===== src/rtl/layer_sched.sv =====
// -----------------------------------------------------------------------------
// layer_sched
//
// Programmable layer scheduler for the LeNet accelerator. A 16-entry stage
// program selects which engine (conv, relu, pool) runs next. The engines run
// one at a time. For each layer the block raises that engine's enable, steers
// the shared DRAM-port mux, and counts completed layers. A per-layer watchdog
// traps a hung engine in ERR. Abort returns to IDLE from any state.
//
// Ports:
//   clk            rising-edge clock
//   srstn          asynchronous active-low reset
//   start          level; starts the program from entry 0 in IDLE or DONE
//   abort          forces IDLE on the next cycle from any state
//   cfg_we         program-table write strobe (honoured in IDLE, DONE, ERR)
//   cfg_addr       program-table entry index
//   cfg_op         opcode: 0 CONV, 1 RELU, 2 POOL, 3 END
//   rdy_data       input-data ready, registered internally as rdy_ff
//   eng_done       one-cycle done pulses from the engines
//   eng_en         engine enables, at most one bit high, only in RUN
//   eng_sel        registered DRAM mux select (the current opcode)
//   cur_stage      current program pointer
//   busy           high in LOAD, WAIT_RDY and RUN
//   done           high while in DONE
//   done_one_layer one-cycle pulse per completed layer
//   err_timeout    high while in ERR
// -----------------------------------------------------------------------------
module layer_sched #(
  parameter int NUM_ENG    = 3,
  parameter int TBL_DEPTH  = 16,
  parameter int WDOG_WIDTH = 20
) (
  input  logic               clk,
  input  logic               srstn,
  input  logic               start,
  input  logic               abort,
  input  logic               cfg_we,
  input  logic [3:0]         cfg_addr,
  input  logic [1:0]         cfg_op,
  input  logic               rdy_data,
  input  logic [NUM_ENG-1:0] eng_done,
  output logic [NUM_ENG-1:0] eng_en,
  output logic [1:0]         eng_sel,
  output logic [3:0]         cur_stage,
  output logic               busy,
  output logic               done,
  output logic               done_one_layer,
  output logic               err_timeout
);

  typedef enum logic [1:0] {
    OP_CONV = 2'd0,
    OP_RELU = 2'd1,
    OP_POOL = 2'd2,
    OP_END  = 2'd3
  } op_t;

  typedef enum logic [2:0] {
    S_IDLE,
    S_LOAD,
    S_WAIT_RDY,
    S_RUN,
    S_DONE,
    S_ERR
  } state_t;

  localparam logic [3:0] PTR_LAST = 4'(TBL_DEPTH - 1);
  // The layer has used up its budget when this cycle's increment would make the
  // counter all-ones.
  localparam logic [WDOG_WIDTH-1:0] WDOG_LAST = ~WDOG_WIDTH'(1);

  // Power-on program: CONV, RELU, POOL, CONV, RELU, POOL, then END.
  function automatic op_t default_op(input int idx);
    if (idx < 6) return op_t'(2'(idx % 3));
    return OP_END;
  endfunction

  state_t                state_q, state_d;
  logic [3:0]            ptr_q, ptr_d;
  logic [1:0]            sel_q, sel_d;
  logic [WDOG_WIDTH-1:0] wdog_q, wdog_d;
  logic                  dol_q, dol_d;
  logic                  rdy_ff;
  logic                  sel_done;
  logic                  cfg_ok;
  op_t                   tbl_q [TBL_DEPTH];

  // Only the selected engine's done pulse counts. Pulses from the other
  // engines are ignored.
  always_comb begin
    sel_done = 1'b0;
    if (int'(sel_q) < NUM_ENG) sel_done = eng_done[sel_q];
  end

  // Reprogramming is allowed only while no layer is in flight.
  assign cfg_ok = (state_q == S_IDLE) || (state_q == S_DONE) || (state_q == S_ERR);

  // NOTE: every signal is assigned a default before the case statement. An
  // unassigned path in combinational logic would infer a latch.
  always_comb begin
    state_d = state_q;
    ptr_d   = ptr_q;
    sel_d   = sel_q;
    wdog_d  = wdog_q;
    dol_d   = 1'b0;

    if (abort) begin
      // Abort overrides everything, including a done pulse in the same cycle.
      state_d = S_IDLE;
      ptr_d   = '0;
      wdog_d  = '0;
    end else begin
      unique case (state_q)
        S_IDLE, S_DONE: begin
          if (start) begin
            state_d = S_LOAD;
            ptr_d   = '0;
          end
        end
        S_LOAD: begin
          if (tbl_q[ptr_q] == OP_END) begin
            state_d = S_DONE;
          end else begin
            sel_d   = tbl_q[ptr_q];
            state_d = S_WAIT_RDY;
          end
        end
        S_WAIT_RDY: begin
          if (rdy_ff) begin
            state_d = S_RUN;
            wdog_d  = '0;
          end
        end
        S_RUN: begin
          wdog_d = wdog_q + WDOG_WIDTH'(1);
          // A done pulse takes priority over a watchdog expiry in the same cycle.
          if (sel_done) begin
            dol_d = 1'b1;
            if (ptr_q == PTR_LAST) begin
              state_d = S_DONE;
            end else begin
              ptr_d   = ptr_q + 4'd1;
              state_d = S_LOAD;
            end
          end else if (wdog_q == WDOG_LAST) begin
            state_d = S_ERR;
          end
        end
        S_ERR: ;
        default: state_d = S_IDLE;
      endcase
    end
  end

  // NOTE: sequential state uses non-blocking assignments only. Every flop then
  // samples the values from before this clock edge, whatever order the blocks
  // run in.
  always_ff @(posedge clk or negedge srstn) begin
    if (!srstn) begin
      state_q <= S_IDLE;
      ptr_q   <= '0;
      sel_q   <= '0;
      wdog_q  <= '0;
      dol_q   <= 1'b0;
      rdy_ff  <= 1'b0;
    end else begin
      state_q <= state_d;
      ptr_q   <= ptr_d;
      sel_q   <= sel_d;
      wdog_q  <= wdog_d;
      dol_q   <= dol_d;
      rdy_ff  <= rdy_data;
    end
  end

  // NOTE: the program table is deliberately built from resettable flops, not
  // RAM. Reset must restore the default program without any software reload.
  always_ff @(posedge clk or negedge srstn) begin
    if (!srstn) begin
      for (int i = 0; i < TBL_DEPTH; i++) tbl_q[i] <= default_op(i);
    end else if (cfg_we && cfg_ok) begin
      tbl_q[cfg_addr] <= op_t'(cfg_op);
    end
  end

  // The enable follows rdy_ff while in RUN. A ready drop therefore gates the
  // engine one cycle later, and the layer stays in RUN.
  always_comb begin
    eng_en = '0;
    if ((state_q == S_RUN) && (int'(sel_q) < NUM_ENG)) eng_en[sel_q] = rdy_ff;
  end

  assign eng_sel        = sel_q;
  assign cur_stage      = ptr_q;
  assign busy           = (state_q == S_LOAD) || (state_q == S_WAIT_RDY) || (state_q == S_RUN);
  assign done           = (state_q == S_DONE);
  assign err_timeout    = (state_q == S_ERR);
  assign done_one_layer = dol_q;

endmodule


===== config.mk =====
export PLATFORM = sky130hd
export DESIGN_NAME = layer_sched
export DESIGN_NICKNAME = d
export VERILOG_FILES = /design/src/rtl/layer_sched.sv
export SDC_FILE = /design/constraint.sdc
export NUM_CORES = 1
export LEC_CHECK = 0
export ABC_AREA = 1
export BUFFER_PORTS_ARGS = -buffer_cell sky130_fd_sc_hd__buf_2
export CAP_MARGIN = 20
export CORE_ASPECT_RATIO = 1.1
export CORE_MARGIN = 2
export CORE_UTILIZATION = 40
export DETAILED_ROUTE_END_ITERATION = 8
export GPL_TIMING_DRIVEN = 0
export PLACE_DENSITY_LB_ADDON = 0.15
export SYNTH_ARGS = -nofsm -noshare
export SYNTH_HDL_FRONTEND = slang
export SYNTH_SLANG_ARGS = --single-unit

===== constraint.sdc =====
create_clock -name clk -period 3.02 [get_ports clk]
set_input_delay 0.755 -clock clk [delete_from_list [all_inputs] [get_ports clk]]
set_output_delay 0.755 -clock clk [all_outputs]
set_load 0.02 [all_outputs]

[Word level (Yosys, flattened, before mapping)]
Cells that the tools add are included.
Storage, ports and cells
  flip-flop bits (word level): 63
  latch bits: 0
  memory bits (writable): 0
  bits in read-only memories: 0
  output and inout bits: 13
  memories: 0
Operators by class
  $add $sub $neg: 2
  multiply operators: 0
  div/mod/pow operators: 0
  magnitude comparators: 6
  equality and inequality tests: 14
  shift-type cells: 0
  mux-type cells: 31
  bitwise gates (word level): 5
  reductions and logical operators: 16
Operators with widths (number)
  $mux W20: 2
  $pmux W20 S2: 1
  $bwmux W32: 1
  $mux W3: 8
  $add A20 B1 Y20 const B: 1
  $eq A20 B20 Y1 const B: 1
  $mux W4: 4
  $pmux W3 S5: 1
  $ne A3 B3 Y1 const B: 4
  $ge A5 B5 Y1 const B: 2
  $not A4 Y5: 2
  $bmux W2 S4: 1
  $demux W2 S4: 1
  $pmux W4 S2: 1
  $reduce_and A4 Y1: 2
  $eq A3 B2 Y1 const B: 2
  $eq A3 B3 Y1 const B: 2
  $mux W1: 6
  $mux W2: 3
  $reduce_bool A3 Y1: 2
  $lt A5 B1 Y1 const B: 1
  $add A4 B1 Y4 const B: 1
  $eq A4 B4 Y1 const B: 1
  $logic_and A1 B1 Y1: 4
  16 further kinds: 20

[Longest topological paths before layout]
Gate-level depths: netlist of run 1.
  depth after elaboration: 8
  depth in mapped cells: 13
  gate-level depth less buffers: 12

[Worst setup path before layout of run 1]
OpenSTA, ideal clock, no wires.
  path type: reg-to-output
  from: register state_q[2]
  to: output eng_en[0]
  arrival time: 1.544 ns
  required time: 2.265 ns
  slack: 0.721 ns
  cell stages (with the launch flop): 6
  cells stage by stage: dfrtp_1 nor2_4 inv_2 nor2_8 inv_1 nor4_1
On the way
  longest elaborated chain between the ends: 3
RTL lines
  start: declaration: RTL line 78  | state_t state_q, state_d;
  start signal: assignment: RTL line 167  | state_q <= state_d;
  $eq A3 B2 Y1: RTL line 190  | if ((state_q == S_RUN) && (int'(sel_q) < NUM_ENG)) eng_en[sel_q] = rdy_ff;
  $logic_and A1 B1 Y1: RTL line 190
  $mux W3: RTL line 190
  end: declaration: RTL line 42  | output logic [NUM_ENG-1:0] eng_en,
No other way between the ends.

[Worst setup path after layout of run 1]
Same ends and word-level chain as after synthesis.

==> results by stage, run 1 <==
Placed design:
- Once detailed placement completed, the half-perimeter wirelength came to 6088 microns.
- The number of port buffers is 27.
- The pre-CTS setup slack is 0.8783 ns.
- The total instance count after detailed placement is 612.
- The total cell area at the placement stage is 3776 sq um.
- Routability-driven placement finished with a final weighted congestion of 0.8674.

Synthesis:
- By area the synthesized netlist is led by dfrtp_1 28%, dfstp_2 18%, nand2_1 17%.
- The warning count from the yosys run is 0.
- The share of the synthesized area in the top cell type is 0.2789.
- Counting instances in the post-synthesis netlist gives the leading cell types as 159 x nand2_1, 50 x o21ai_0, 49 x inv_1, 43 x nor2_1, 39 x dfrtp_1.
- The portion of the post-synthesis area used by sequential elements is 0.4591.
- The most common cell in the synthesized netlist is nand2_1.
- The synthesized area per cell is 7.383 sq um.
- The count of mapped cells out of synthesis is 474.
- The flop and latch count out of synthesis is 63.
- The most area-hungry cell type in the Yosys netlist is dfrtp_1.
- After synthesis, the netlist uses 36 different library cells.
- After synthesis the cells add up to 3500 sq um.
- The proportion of synthesized flip-flops having asynchronous set or reset is 1.000.
- The number of synthesized flops with an enable pin is 0.
- The number of nets produced by synthesis is 492.
- The prevailing post-synth register cell is dfrtp_1.

Pwr:
- The power density relative to cell area is 737.4 nW/um^2.
- The analysis attributes to cell leakage a power of 1.867 nW.
- VDD sags by at most 0.2857 mV.

Worst setup path:
- In this run the number of cells on the critical path is 6.
- The biggest cell delay along the critical path is 0.46 ns.
- The number of buffers and inverters on the critical path is 3.
- The setup path with the least slack is of type register to output pin.
- The critical path startpoint category is a register.
- The slowest cell on the critical path is dfrtp_1.
- Measured in cells, the most critical reg-to-reg path has a length of 11.
- The critical path data required time is 2.26 ns.
- The family with the most delay on the worst path is simple AND/OR/NAND/NOR gates.
- Traced cell by cell, the critical path runs through nor2_4 -> inv_2 -> nor2_8 -> inv_1 -> nor4_1 -> buf_2.
- The worst setup path is captured at an output pin.
- In this run the worst path has a maximum fanout of 7.
- STA puts the critical path data arrival time at 1.75 ns.

Route:
- For this run, the detailed router's first-pass iteration total came to 4.
- After the first detailed-routing iteration, the DRC count stood at 157.
- The total via count in the routed design is 3,077.
- The number of nets still failing antenna checks after routing is 0.
- The final layout contains routed wiring with a total length of 8365 microns.
- In the final routed layout, each cell accounts on average for 13.32 microns.
- The vias per cell is 4.900.
- After detailed routing, the number of remaining DRC violations is 0.

Global routing:
- The initial antenna violation count is 0.
- The combined global-route utilization of all metal layers is 0.1913.
- Summed over all layers, the global routing overflow is 0.
- The via count of the first global-routing pass was 2,981.
- Entering global routing, the biggest net connects 64 pins.
- The first global-routing pass estimated 14,190 microns of wire.

Floorplanning:
- The die is 93.19 microns wide.
- The number of core rows is 35.
- The area inside the core boundary is 8452 sq um.
- The area of the die is 9514 sq um.
- The initial core utilization is 0.4141.
- The number of primary I/O pins is 28.
- In this run the vertical extent of the chip is 102.1 microns.

Clock network:
- The post-cts resize count is 0.
- Clock-pin slew was measured on the worst setup and hold paths at 0.07 ns.
- The number of buffers created by CTS is 9.
- The setup fix buffers added after clock tree synthesis is 0.
- The clock tree from TritonCTS is built.
- The clock tree synthesis step divided the H-tree into 3 levels.
- In this run, post-CTS hold repair placed 0 buffers.
- The later-pin clock latency in the skew report is 0.34 ns.
- The buffer levels on the longest clock path is 2.
- The tree is rooted in a clkbuf_8.
- For this design, the sink count on the clock tree is 63.

Final layout:
- Compared with the post-synthesis result, the final layout area differs by 14.30%.
- The post-route standard cell area excluding fillers is 4000 sq um.
- The antenna cell count is 0.
- The count of cells in the finished layout, fillers not included, comes to 628.
- After filler insertion, the fill cell instance count of the layout stands at 870.
- The ratio of cells with drive above 1 in the final layout is 0.1779.
- The post-layout net count is 530.

STA:
- The final number of setup-violating endpoints is 0.
- The worst slew margin relative to its limit is 0.4704.
- For the pin with the worst max-slew slack, the measured transition is 0.7943 ns.
- Setup repair after global routing left no endpoint under its margin.
- The accumulated negative setup slack is 0 ns.
- The maximum clock frequency is 399.6 MHz.
- The part of the cycle the worst path needs is 0.8286.
- The clock period could shrink to 2.502 ns.
- In the post-route analysis, the smallest setup slack over all paths is 0.5177 ns.
- The count of endpoints failing hold in the final timing report is 0.
- Between clock sinks in the finished design, the worst skew comes to 0.01254 ns.
- The total count of max-transition violations in the final report is 0.

Min path:
- The worst hold path stage count is 2.
- The path class of the tightest hold or removal check is register to register.

Run:
- The number of max-capacitance violations reported is 0.

Status:
- The flow ran to the end, and the final reports show no timing, DRC or antenna violations.
cell type report:
cell class	instances	area, sq um	area share
Buffer	8	40.04	0.01001
Timing Repair Buffer	27	137.6	0.03441
Sequential cell	63	1607	0.4016
Multi-Input combinational cell	350	1654	0.4135
Inverter	53	198.9	0.04973
Tap cell	111	138.9	0.03472
Clock buffer	13	158.9	0.03972
Clock inverter	3	65.06	0.01627
worst reg2reg max path, stage by stage, from the launching register on:
cell	delay, ns
dfrtp_1	0.44
inv_1	0.19
buf_2	0.24
nand2_1	0.07
nand3_1	0.10
nand3_1	0.09
nand2_1	0.07
nand2_1	0.10
nand2_1	0.14
nand3_1	0.10
nand2_1	0.08
nand2_1	0.05
sequential cells by signal, indices dropped and copies added (netlist names):
signal,flops
wdog_q,20
done_one_layer,1
state_q,3
eng_sel,2
cur_stage,4
tbl_q,32
rdy_ff,1
layout by cell type (no fill, tap or decap), types with 2 or more instances in the layout:
cell	Yosys	layout
nand2_1	159	159
o21ai_0	50	50
inv_1	49	49
nor2_1	43	43
dfrtp_1	39	39
nand3_1	34	34
buf_2	5	31
dfstp_2	24	24
clkbuf_8	0	11
nor3_1	9	9
a21oi_1	9	9
nand4_1	8	8
inv_2	4	4
clkbuf_1	2	4
nand2_2	4	4
xor2_1	4	4
o21ai_1	3	3
ha_1	3	3
nor2_4	2	2
nor4_1	2	2
buf_4	1	2
nor2_2	2	2
a31oi_1	2	2
nor3_2	2	2
o21a_1	2	2
bufinv_16	0	2
logic make-up (layout without fill, tap and decap cells):
group | count (synthesis) | count (layout) | synth area share
compound gates | 72 | 72 | 0.1126
xor+xnor | 4 | 4 | 0.01001
fa+ha+maj | 3 | 3 | 0.01073
buf+inv | 61 | 104 | 0.06829
flops | 63 | 63 | 0.4591
simple gates | 271 | 271 | 0.3393
stage by stage:
step,power (mW),utilization,hold WS [ns]
finish,2.950,0.4733,0.4872
global route,3.165,0.4733,0.5103
CTS,2.983,0.4733,0.4929
detailed placement,2.124,0.4468,0.4756
global placement,2.103,0.4465,0.4705
floorplan,1.870,-,0.4530
power by group:
| part | switching [mW] | internal [mW] |
|---|---|---|
| clock | 0.335 | 0.510 |
| combinational | 0.555 | 0.272 |
| sequential | 0.148 | 1.13 |
path summary, 6_finish.rpt:
| path | start | slack (ns) | to |
|---|---|---|---|
| max | state_q[2] | 0.52 | eng_en[0] |
| min | tbl_q[31] | 0.49 | tbl_q[31] |
| max reg2reg | cur_stage[0] | 1.24 | eng_sel[1] |
| min reg2reg | tbl_q[31] | 0.49 | tbl_q[31] |
| max in group asynchronous | srstn | 2.00 | tbl_q[31] |
| min in group asynchronous | srstn | 0.51 | wdog_q[9] |
layer usage:
metal / wire (microns) / up-vias / GRT usage
met2: 3943 / 48 / 0.3250
met3: 291 / 11 / 0.03540
met1: 3991 / 1415 / 0.2430
met5: 0 / - / 0
met4: 138 / 0 / 0.07579
li1: - / 1603 / -
Power figures use the tool's default switching activity.
==> inputs of run 2 (changes only) <==
Settings changed: ABC_AREA 1 to 0.
Clock period 3.02 ns to 2.1 ns, I/O delays scaled along.
==> results by stage, run 2 <==
Status:
- The run finished with clean final reports.

Synthesis:
- During synthesis, Yosys emitted a total of 0 warnings.
- The portion of the post-synthesis area used by sequential elements is 0.4764.
- The count of mapped cells out of synthesis is 321.
- The netlist area before placement is 3372 sq um.
- The synthesized area per cell is 10.50 sq um.
- The flop and latch count out of synthesis is 63.
- The synthesized design spends more area on one cell type than any other, namely dfrtp_1.
- Ranked by total cell area, the synthesized netlist is headed by dfrtp_1 29%, dfstp_2 19%, mux2_2 9.4%.
- The number of synthesized flops with an enable pin is 0.
- The proportion of synthesized flip-flops having asynchronous set or reset is 1.000.
- The number of nets produced by synthesis is 339.
- The commonest cells after synthesis are 39 x dfrtp_1, 35 x o21ai_0, 28 x mux2_2, 27 x nor2_1.
- The most common cell in the synthesized netlist is dfrtp_1.
- Of the post-synthesis cell area, the dominant cell type holds 0.2894.
- The prevailing post-synth register cell is dfrtp_1.
- The number of distinct library cells after synthesis is 48.

Global routing:
- The global routing stage identified its most utilized layer as met2.
- The initial antenna violation count was 0.
- For met2 alone, demand over resource in global routing was 0.3167.
- The largest net degree at the start of global routing is 64.
- The routing usage on met1 is 0.2135.
- The first global-routing pass estimated 12,920 microns of wire.
- For this run, the total global-route usage over all layers was measured as 0.1770.
- The overflow left after global routing is 0.
- The via count of the first global-routing pass is 2,650.
- In the global route stage, met3 resource usage came out at 0.03679.

Clock network:
- The clock tree from TritonCTS is built.
- Hold repair after CTS inserted 0 buffers.
- The buffer levels on the longest clock path is 2.
- Counting every sink on the clock net gives 63.
- CTS built an H-tree with a depth of 3.
- Counting the buffers created by CTS gives 9.
- The clock reaches the later pin of the worst-skew pair after 0.33 ns.
- The clock transition at the register clock pins on the worst setup and hold paths after CTS is 0.07 ns.
- The root buffer cell chosen for the clock tree is clkbuf_8.

Final layout:
- The largest register by flop count is tbl_q.
- The register with the most flip-flops in the layout has 32 of them.
- The fill cell instance count of the final layout is 785.
- The library cells used most frequently in the layout, excluding fill and tap cells, are 38 x dfrtp_1, 35 x o21ai_0, 28 x mux2_2.
- 0 antenna diodes ended up in the layout.
- The post-layout net count is 376.
- The ratio of cells with drive above 1 in the final layout is 0.3388.
- Compared with the post-synthesis result, the final layout area differs by 14.36%.
- The most common cell after layout, fill and taps aside is dfrtp_1.

STA:
- The worst clock skew is 0.01144 ns.
- Once routing completed, OpenROAD measured the worst setup slack at 0.07601 ns.
- The minimum clock period after layout is 2.024 ns.
- Dividing the final minimum period by the clock period gives 0.9638.
- The worst slew margin relative to its limit is 0.4662.
- The worst slack on hold paths is 0.2829 ns.
- The total count of max-transition violations in the final report is 0.
- The count of endpoints failing hold in the final timing report is 0.
- At the pin with the least slew margin, the transition time is 0.8008 ns.
- The maximum clock frequency is 494.1 MHz.
- For the final routed database, the setup TNS stands at 0 ns.
- Setup violations remaining at the end of the flow were counted as 0.

Pwr:
- Of the total power, the clock network draws 0.226.
- The worst supply voltage drop on vdd is 0.6677 mV.
- The power density relative to cell area is 1053 nW/um^2.
- The design draws 4.062 mW.
- The internal power summed over all cells is 2.808 mW.
- Of the total power, the share spent switching nets is 0.3088.
- The share of total power dissipated in sequential elements is 0.479.
- The leakage power figure is 1.590 nW.
- The net switching component of the power is 1.254 mW.
- The proportion of power drawn by combinational gates is 0.295.

Worst setup path:
- The worst register-to-register path has a depth of 6.
- For flop-to-flop paths, the worst setup slack is 0.15 ns.
- The startpoint identified for the worst register-to-register timing path is cur_stage[0].
- The worst register-to-register path ends at state_q[1].
- Data arrives at the worst endpoint at 1.50 ns.
- For the worst setup path, the data required time is 1.57 ns.
- STA classifies the critical path endpoint as an output pin.
- The type of the worst setup path is register to output pin.
- The largest fanout on the critical path is 10.
- The critical path startpoint category is a register.

Route:
- After detailed routing, the average wire length per cell comes to 15.94 microns.
- The total via count in the routed design is 2,578.
- In the routed design, unresolved DRC markers number 0.
- The routed wire length is 7556 microns.
- The number of nets still failing antenna checks after routing is 0.
- The vias per cell is 5.439.
- The number of violations reported at the end of detailed-routing iteration 0 is 164.
- Before antenna repair, the detailed router went through 4 iterations.

Floorplanning:
- The area of the die is 9181 sq um.
- The area inside the core boundary is 8277 sq um.
- The number of primary I/O pins is 28.
- The horizontal die dimension is 91.54 microns.
- The number of core rows is 35.
- The chip height is 100.3 microns.
- The initial core utilization is 0.4074.

Min path:
- The class of the tightest hold or removal check is primary input to asynchronous set/reset pin.

Placed design:
- The placed wire-length estimate is 5376 microns.
- In this run the tool buffered the top-level ports with 25 buffer cells.
- The pre-CTS setup slack is -0.01011 ns.
- The routability congestion estimate from global placement is 0.7709.

Run:
- The number of max-capacitance violations reported is 0.
## run 2: cell families (layout without fill, tap and decap cells)
group / count (synthesis) / after routing / share of synthesized area
XOR/XNOR: 2 / 2 / 0.005196
multiplexers: 41 / 41 / 0.1677
flip-flops: 63 / 63 / 0.4764
AND/OR/NAND/NOR: 113 / 113 / 0.1733
buffers and inverters: 27 / 69 / 0.03154
adder cells (fa/ha/maj): 3 / 3 / 0.01113
AO/OA/AOI/OAI: 72 / 72 / 0.1347
## run 2: final cells by class
type	instances	area, sq um	area share
multi-input combinational	231	1689	0.4380
sequential	63	1608	0.4169
clock buffer	12	145.1	0.03764
tap	111	138.9	0.03602
timing repair buffer	26	135.1	0.03504
buffer	17	77.57	0.02012
inverter	10	40.04	0.01038
clock inverter	4	22.52	0.005840
## run 2: how the worst max path moves through the flow
stage / startpoint / to / cells after the start
floorplan: cur_stage[0] / eng_sel[1] / 5
global placement: wdog_q[0] / wdog_q[12] / 6
detailed placement: wdog_q[0] / wdog_q[12] / 6
CTS: state_q[0] / err_timeout / 5
global route: state_q[0] / err_timeout / 5
finish: state_q[0] / err_timeout / 5
## run 2: critical path, stage by stage (launching register included)
cell,delay (ns)
dfrtp_1,0.35
buf_4,0.17
inv_1,0.09
or3_1,0.36
inv_1,0.05
buf_2,0.15
## run 2: metal layers
| layer | wire length, microns | part of all wire |
|---|---|---|
| met5 | 0 | 0 |
| met4 | 99 | 0.013 |
| met3 | 210 | 0.028 |
| met2 | 3950 | 0.52 |
| met1 | 3294 | 0.44 |
## run 2: stage by stage
stage                     cells  cell area (sq um)  utilization
after floorplan             321               3372            -
after global placement      457               3636       0.4393
after detailed placement    457               3638       0.4396
after CTS                   473               3816       0.4611
after global routing        474               3856       0.4659
final                       474               3856       0.4659
## run 2: what timing repair did
item / in CTS / in global routing
setup buffers: 0 / 1
endpoints found under the setup margin: 4 / 14
pin swaps: 0 / 1
resized for setup: 3 / 9
## run 2: power groups by stage
stage / Combinational (mW) / Sequential [mW] / Clock, mW
after floorplan: 0.885 / 1.92 / 0
after global placement: 1.15 / 1.95 / 0
after detailed placement: 1.16 / 1.97 / 0
after CTS: 1.17 / 1.94 / 0.958
after global routing: 1.32 / 2.00 / 1.02
final: 1.20 / 1.95 / 0.917
